## src/rtl/pq_vga_pkg.sv

```systemverilog
// Shared constants and types for the bar-graph renderer: timing origin, active area, colours.
package pq_vga_pkg;

    localparam int H_ACTIVE_START = 144;
    localparam int V_ACTIVE_START = 30;
    localparam int ACTIVE_W       = 640;
    localparam int ACTIVE_H       = 480;
    localparam int FULL_SCALE     = 480;
    localparam int GRID_ROWS      = 60;
    localparam int HEIGHT_BITS    = 9;

    typedef logic [HEIGHT_BITS-1:0] height_t;
    typedef logic [11:0]            rgb_t;

    localparam rgb_t BG_COLOR   = 12'h000;
    localparam rgb_t GRID_COLOR = 12'h444;

    localparam rgb_t PALETTE [16] = '{
        12'hF00, 12'h0F0, 12'h00F, 12'hFF0, 12'h0FF, 12'hF0F, 12'hF80, 12'h8F0,
        12'h08F, 12'hF08, 12'h80F, 12'h0F8, 12'hFFF, 12'h888, 12'hA52, 12'h5A2
    };

endpackage

```

## src/rtl/bar_graph_renderer_if.sv

```systemverilog
// Height-update port of the bar-graph renderer.
interface bar_graph_renderer_if #(
    parameter int HEIGHT_W = 9
);
    // An update transfers on a cycle where upd_valid && upd_ready; the master holds
    // upd_valid, upd_idx and upd_height stable until that cycle.
    logic                upd_valid;
    logic                upd_ready;
    logic [3:0]          upd_idx;
    logic [HEIGHT_W-1:0] upd_height;
    logic                bad_idx;

    modport master (output upd_valid, upd_idx, upd_height, input upd_ready, bad_idx);
    modport slave  (input upd_valid, upd_idx, upd_height, output upd_ready, bad_idx);

endinterface

```

## src/rtl/bar_height_bank.sv

```systemverilog
// Double-buffered bar heights: writes land in the shadow bank, which is copied to the
// display bank on the frame-start commit cycle only when something changed.
module bar_height_bank
    import pq_vga_pkg::*;
#(
    parameter int NUM_BARS = 8,
    parameter int HEIGHT_W = 9,
    parameter int IDX_W    = $clog2(NUM_BARS)
) (
    input  logic                 clk,
    input  logic                 rst_n,
    input  logic                 commit_i,
    bar_graph_renderer_if.slave  upd,
    input  logic [IDX_W-1:0]     rd_idx_i,
    output height_t              rd_height_o
);

    height_t shadow_q [NUM_BARS];
    height_t disp_q   [NUM_BARS];
    logic    dirty_q;
    logic    bad_q;
    logic    accept;
    logic    idx_ok;
    height_t wr_height;

    assign upd.upd_ready = !commit_i;
    assign upd.bad_idx   = bad_q;
    assign accept        = upd.upd_valid && !commit_i;
    assign idx_ok        = {1'b0, upd.upd_idx} < 5'(NUM_BARS);
    assign wr_height     = (upd.upd_height > HEIGHT_W'(FULL_SCALE)) ? height_t'(FULL_SCALE)
                                                                     : height_t'(upd.upd_height);
    assign rd_height_o   = disp_q[rd_idx_i];

    // Writes are blocked on the commit cycle, so copy and write never collide.
    always_ff @(posedge clk or negedge rst_n) begin
        if (!rst_n) begin
            for (int i = 0; i < NUM_BARS; i++) begin
                shadow_q[i] <= '0;
                disp_q[i]   <= '0;
            end
            dirty_q <= 1'b0;
            bad_q   <= 1'b0;
        end else begin
            bad_q <= accept && !idx_ok;
            if (commit_i && dirty_q) begin
                for (int i = 0; i < NUM_BARS; i++) disp_q[i] <= shadow_q[i];
                dirty_q <= 1'b0;
            end
            if (accept && idx_ok) begin
                shadow_q[upd.upd_idx[IDX_W-1:0]] <= wr_height;
                dirty_q                          <= 1'b1;
            end
        end
    end

endmodule

```

## src/rtl/bar_graph_renderer.sv

```systemverilog
// Bar-graph pixel generator, two-cycle latency from timing inputs to RGB/sync outputs.
// Define BAR_GRID_EN for gridlines every 60 rows and a 1-pixel gap after each bar.
module bar_graph_renderer
    import pq_vga_pkg::*;
#(
    parameter int NUM_BARS = 8,
    parameter int BAR_W    = 80,
    parameter int HEIGHT_W = 9
) (
    input  logic                clk,
    input  logic                rst_n,
    input  logic [9:0]          hcs,
    input  logic [9:0]          vcs,
    input  logic                hsync,
    input  logic                vsync,
    input  logic                activevideo,
    bar_graph_renderer_if.slave upd,
    output logic                hsync_o,
    output logic                vsync_o,
    output logic [3:0]          red,
    output logic [3:0]          green,
    output logic [3:0]          blue
);

    localparam int IDX_W = $clog2(NUM_BARS);
    localparam int COL_W = $clog2(BAR_W);

    logic             commit, line_start;
    logic             vis_d, vis_q;
    logic [9:0]       y_d, y_q;
    logic             hs1_q, vs1_q, hs2_q, vs2_q;
    logic [IDX_W-1:0] bar_d, bar_q;
    logic [COL_W-1:0] col_d, col_q;
    height_t          bar_height;
    logic [9:0]       inv_y;
    logic             hit;
    rgb_t             rgb_d, rgb_q;

    assign commit     = (hcs == 10'd0) && (vcs == 10'd0);
    assign line_start = (hcs == 10'(H_ACTIVE_START));
    // hcs=143 falls outside this window even when activevideo is already high.
    assign vis_d = activevideo
                && (hcs >= 10'(H_ACTIVE_START)) && (hcs < 10'(H_ACTIVE_START + ACTIVE_W))
                && (vcs >= 10'(V_ACTIVE_START)) && (vcs < 10'(V_ACTIVE_START + ACTIVE_H));
    assign y_d   = vcs - 10'(V_ACTIVE_START);

    // Bar index tracks x without a divider; it saturates at the last bar.
    always_comb begin
        bar_d = bar_q;
        col_d = col_q + 1'b1;
        if (line_start) begin
            bar_d = '0;
            col_d = '0;
        end else if (col_q == COL_W'(BAR_W - 1)) begin
            col_d = '0;
            if (bar_q != IDX_W'(NUM_BARS - 1)) bar_d = bar_q + 1'b1;
        end
    end

`ifdef BAR_GRID_EN
    logic [5:0] row_d, row_q;

    always_comb begin
        row_d = row_q;
        if (line_start) begin
            if ((vcs == 10'(V_ACTIVE_START)) || (row_q == 6'(GRID_ROWS - 1))) row_d = '0;
            else row_d = row_q + 6'd1;
        end
    end
`endif

    always_ff @(posedge clk or negedge rst_n) begin
        if (!rst_n) begin
            vis_q <= 1'b0;
            y_q   <= '0;
            hs1_q <= 1'b0;
            vs1_q <= 1'b0;
            bar_q <= '0;
            col_q <= '0;
`ifdef BAR_GRID_EN
            row_q <= '0;
`endif
        end else begin
            vis_q <= vis_d;
            y_q   <= y_d;
            hs1_q <= hsync;
            vs1_q <= vsync;
            bar_q <= bar_d;
            col_q <= col_d;
`ifdef BAR_GRID_EN
            row_q <= row_d;
`endif
        end
    end

    bar_height_bank #(
        .NUM_BARS (NUM_BARS),
        .HEIGHT_W (HEIGHT_W)
    ) u_bank (
        .clk         (clk),
        .rst_n       (rst_n),
        .commit_i    (commit),
        .upd         (upd),
        .rd_idx_i    (bar_q),
        .rd_height_o (bar_height)
    );

    // Bars grow upward from y=479: pixel is lit when its distance from the bottom is below the height.
    assign inv_y = 10'(ACTIVE_H - 1) - y_q;
    assign hit   = vis_q && ({1'b0, bar_height} > inv_y);

    always_comb begin
        rgb_d = BG_COLOR;
        if (hit) rgb_d = PALETTE[4'(bar_q)];
`ifdef BAR_GRID_EN
        else if (vis_q && (row_q == 6'd0)) rgb_d = GRID_COLOR;
        if (vis_q && (col_q == COL_W'(BAR_W - 1))) rgb_d = BG_COLOR;
`endif
    end

    always_ff @(posedge clk or negedge rst_n) begin
        if (!rst_n) begin
            rgb_q <= '0;
            hs2_q <= 1'b0;
            vs2_q <= 1'b0;
        end else begin
            rgb_q <= rgb_d;
            hs2_q <= hs1_q;
            vs2_q <= vs1_q;
        end
    end

    assign hsync_o = hs2_q;
    assign vsync_o = vs2_q;
    assign red     = rgb_q[11:8];
    assign green   = rgb_q[7:4];
    assign blue    = rgb_q[3:0];

endmodule

```

## src/flat_wrapper.sv

```systemverilog
// flat-port wrapper written by rule: the top's interface ports become plain ports
module bar_graph_renderer_flat import pq_vga_pkg::*;
#(
    parameter int NUM_BARS = 8,
    parameter int BAR_W    = 80,
    parameter int HEIGHT_W = 9
)
  (clk, rst_n, hcs, vcs, hsync, vsync, activevideo, hsync_o, vsync_o, red, green, blue, upd_upd_valid, upd_upd_idx, upd_upd_height, upd_upd_ready, upd_bad_idx);
  bar_graph_renderer_if #(.HEIGHT_W(HEIGHT_W)) upd_i ();
  input  logic clk;
  input  logic rst_n;
  input  logic [9:0] hcs;
  input  logic [9:0] vcs;
  input  logic hsync;
  input  logic vsync;
  input  logic activevideo;
  output logic hsync_o;
  output logic vsync_o;
  output logic [3:0] red;
  output logic [3:0] green;
  output logic [3:0] blue;
  input wire logic [$bits(upd_i.upd_valid)-1:0] upd_upd_valid;
  input wire logic [$bits(upd_i.upd_idx)-1:0] upd_upd_idx;
  input wire logic [$bits(upd_i.upd_height)-1:0] upd_upd_height;
  output wire logic [$bits(upd_i.upd_ready)-1:0] upd_upd_ready;
  output wire logic [$bits(upd_i.bad_idx)-1:0] upd_bad_idx;
  assign upd_i.upd_valid = upd_upd_valid;
  assign upd_i.upd_idx = upd_upd_idx;
  assign upd_i.upd_height = upd_upd_height;
  assign upd_upd_ready = upd_i.upd_ready;
  assign upd_bad_idx = upd_i.bad_idx;
  bar_graph_renderer #(.NUM_BARS(NUM_BARS), .BAR_W(BAR_W), .HEIGHT_W(HEIGHT_W)) u_core (.clk(clk), .rst_n(rst_n), .hcs(hcs), .vcs(vcs), .hsync(hsync), .vsync(vsync), .activevideo(activevideo), .upd(upd_i), .hsync_o(hsync_o), .vsync_o(vsync_o), .red(red), .green(green), .blue(blue));
endmodule
```

## config.mk

```make
export PLATFORM = sky130hd
export DESIGN_NAME = bar_graph_renderer_flat
export DESIGN_NICKNAME = d
export VERILOG_FILES = /design/src/rtl/pq_vga_pkg.sv /design/src/rtl/bar_graph_renderer_if.sv /design/src/rtl/bar_height_bank.sv /design/src/rtl/bar_graph_renderer.sv /design/src/flat_wrapper.sv
export SDC_FILE = /design/constraint.sdc
export NUM_CORES = 1
export LEC_CHECK = 0
export ABC_AREA = 0
export CORE_MARGIN = 2
export CORE_UTILIZATION = 59
export DETAILED_ROUTE_END_ITERATION = 8
export GPL_TIMING_DRIVEN = 0
export PLACE_DENSITY = 0.87
export SYNTH_ARGS = -nofsm -noshare
export SYNTH_HDL_FRONTEND = slang
export SYNTH_SLANG_ARGS = --single-unit
```

## constraint.sdc

```tcl
create_clock -name clk -period 3.5 [get_ports clk]
set_clock_uncertainty 0.2 [all_clocks]
set_input_delay 0.525 -clock clk [delete_from_list [all_inputs] [get_ports clk]]
set_output_delay 0.525 -clock clk [all_outputs]
set_load 0.01 [all_outputs]
```

==> results.ini <==
[timing]
fin_crit_sh_pct=97.14
fin_ws_ns=0.1001
worst_pin_slew_ns=1.077
maxSlewViolCount=0
hold_slack_ns=0.1522
min_period_ns=3.400
maxSlewHeadroom_pct=28.09
setup_viol=0
rsz0062_at_grt=yes
hold_viol=0
max_freq_mhz=294.1

[clock_tree]
root_buffer=clkbuf_16
h-tree-depth=4
cts_made_buffers=17
clk_path_buf_depth=2
cts_tree=done
clock_sinks=176
path_clk_slew_ns=0.06
insertion_delay_ns=0.43

[setup_path]
rr_worst_depth=8
crit_chain=clkdlybuf4s50_1, nor4_1, and2_1, buf_1, nand2_1, clkdlybuf4s50_1
startpoint_type=input port
crit_type=input port to primary output
r2r_start=u_core.bar_q[1]$_DFFE_PN0P_
critPathMostFrequentCell=clkdlybuf4s50_1
slowest_stage=clkdlybuf4s50_1
max_stage_delay_ns=0.50
critPathTopFamily=buffers and inverters
timing.rr.end=u_core.rgb_q[3]$_DFF_PN0_
worstPathMaxFanout=7
critPathArrivalTime_ns=2.67
end_kind=primary output
required_ns=2.77
rrSetupSlack_ns=0.14
cp.buffers_inverters=3

[drt]
drtIter0Drc=309
routedWlPerCell_um=21.82
wl_mm=17.15
detail-route-antenna-nets=0
first_pass_iters=4
drc=0
viasPerCell=5.831
num_vias=4583

[hold_path]
hp-class=register to register
hold_start=u_core.hs1_q$_DFF_PN0_
min_to=u_core.hsync_o$_DFF_PN0_
hold_depth=0

[floorplan]
ios=55
die_w_um=121.1
fp.coreArea_sq_mm=0.01335
num_rows=42
die-area_sq_mm=0.01468
die_h_um=121.1
start_util_pct=60.66

[global_routing]
grt_pass1_wl_mm=27.15
grt_pass1_vias=5059
grt_overflow=0
grt_usage_pct=25.16
grt_max_degree=91
antenna_found_initial=0

[synth]
syn_area_per_cell_sq_um=15.48
synth_edf_count=0
synthFlopType=dfrtp_1
ys_types=47
seq_area_frac_synth_pct=54.40
async_reset_ff_share_pct=100.0
syn-cell-area_sq_mm=0.008097
synth_fp_nets=579
ys_seq_elements=176
syn_inst=523
ys_warn_count=0

[final_layout]
drive_gt1_share_pct=38.36
final_cell_mix=dfrtp_1 (175), mux2_2 (82), mux2_4 (70)
area.growth.synth_to_final_pct=17.15
num_antenna_cells=0
multi_input_comb_area_sq_mm=0.003470
final_util_pct=71.06
nNetsFinal=655
nFillCells=875
seqCellArea_sq_mm=0.004405
layout.cells.most_common=dfrtp_1

[outcome]
status=finished clean

[place]
post-place-ws_ns=-0.4255
io_buffers=54
dp_hpwl_mm=11.43
gp_congestion=0.8026

[power]
p_leak_nw=4.532
p_total_mw=5.133
powerDensity_mw_per_mm2=541.1
peakVddDrop_mv=0.4809

[run]
maxCapViolCount=0

==> metal layers <==
layer / part of all wire [%] / up-vias / global-route usage (%)
met4: 2.6 / 0 / 9.842
li1: - / 2042 / -
met2: 52 / 117 / 42.17
met1: 41 / 2394 / 31.33
met5: 0 / - / 0
met3: 4.9 / 30 / 6.673
==> metrics by stage <==
| step | setup TNS, ns | instance area (sq um) | cells |
|---|---|---|---|
| final | 0 | 9485 | 786 |
| after detailed placement | -1.477 | 8890 | 754 |
| after global routing | -0.01773 | 9485 | 786 |
| after global placement | -872.73 | 8857 | 753 |
| after CTS | 0 | 9468 | 785 |
| after floorplan | 0 | 8097 | 523 |
==> timing repair <==
item                       4_1_cts  5_1_grt
setup buffers                    0        1
setup endpoints to repair        5        2
hold buffers                     1        0
resized for setup                6        6
hold endpoints to repair        86        0
pin swaps                        0        1
==> how the worst max path moves through the flow <==
stage / depth (start not counted) / slack (ns) / end / from
final: 6 / 0.10 / upd_upd_ready / vcs[1]
after global routing: 8 / -0.02 / u_core.rgb_q[3]$_DFF_PN0_ / u_core.bar_q[1]$_DFFE_PN0P_
after CTS: 5 / 0.02 / upd_upd_ready / hcs[1]
after detailed placement: 8 / -0.43 / u_core.rgb_q[3]$_DFF_PN0_ / u_core.bar_q[0]$_DFFE_PN0P_
after global placement: 1 / -4.96 / u_core.u_bank.shadow_q[12]$_DFFE_PN0P_ / rst_n
after floorplan: 8 / 0.27 / u_core.rgb_q[3]$_DFF_PN0_ / u_core.bar_q[0]$_DFFE_PN0P_
==> area by class of cell <==
class	instances	share of cell area, %
buffer	27	2.058
clock buffer	21	4.749
clock inverter	9	1.187
inverter	11	0.4353
multi-input combinational	309	36.58
sequential	176	46.45
tap	176	2.322
timing repair buffer	57	6.226
==> synthesized netlist by cell type (all sizes together) (5+ instances only) <==
cell type	n	share of area (%)
nand2	8	0.37
o21ai	8	1.1
a211oi	5	0.71
nand3	8	0.65
nor2	13	0.60
mux2i	5	0.62
inv	11	0.51
xor2	7	0.76
dfrtp	176	54
xnor2	9	0.97
clkbuf	8	0.37
mux4	18	5.0
and2	6	0.46
buf	19	1.9
mux2	152	24
nor3	11	0.68
ha	17	2.6
==> state kept, by name, indices dropped and copies added (netlist names), 3 cells and up <==
register	cells
u_core.bar_q	3
u_core.rgb_q	5
u_core.u_bank.disp_q	72
u_core.y_q	10
u_core.col_q	7
u_core.u_bank.shadow_q	72
==> where the power goes <==
part | internal (mW) | switching [mW] | total (mW)
clock | 1.06 | 0.768 | 1.83
sequential | 2.29 | 0.178 | 2.47
combinational | 0.422 | 0.409 | 0.830
total | 3.78 | 1.35 | 5.13
==> cells by family after synthesis <==
| group | after synthesis | share of synthesized area, % |
|---|---|---|
| muxes | 175 | 30.01 |
| xor gates and xnor gates | 16 | 1.731 |
| and+or+nand+nor | 77 | 5.764 |
| AOI/OAI and AO/OA | 24 | 2.720 |
| adders and majority gates | 17 | 2.627 |
| DFF | 176 | 54.40 |
| buffers and inverters | 38 | 2.751 |
No activity file was read; power rests on OpenSTA's default activity.
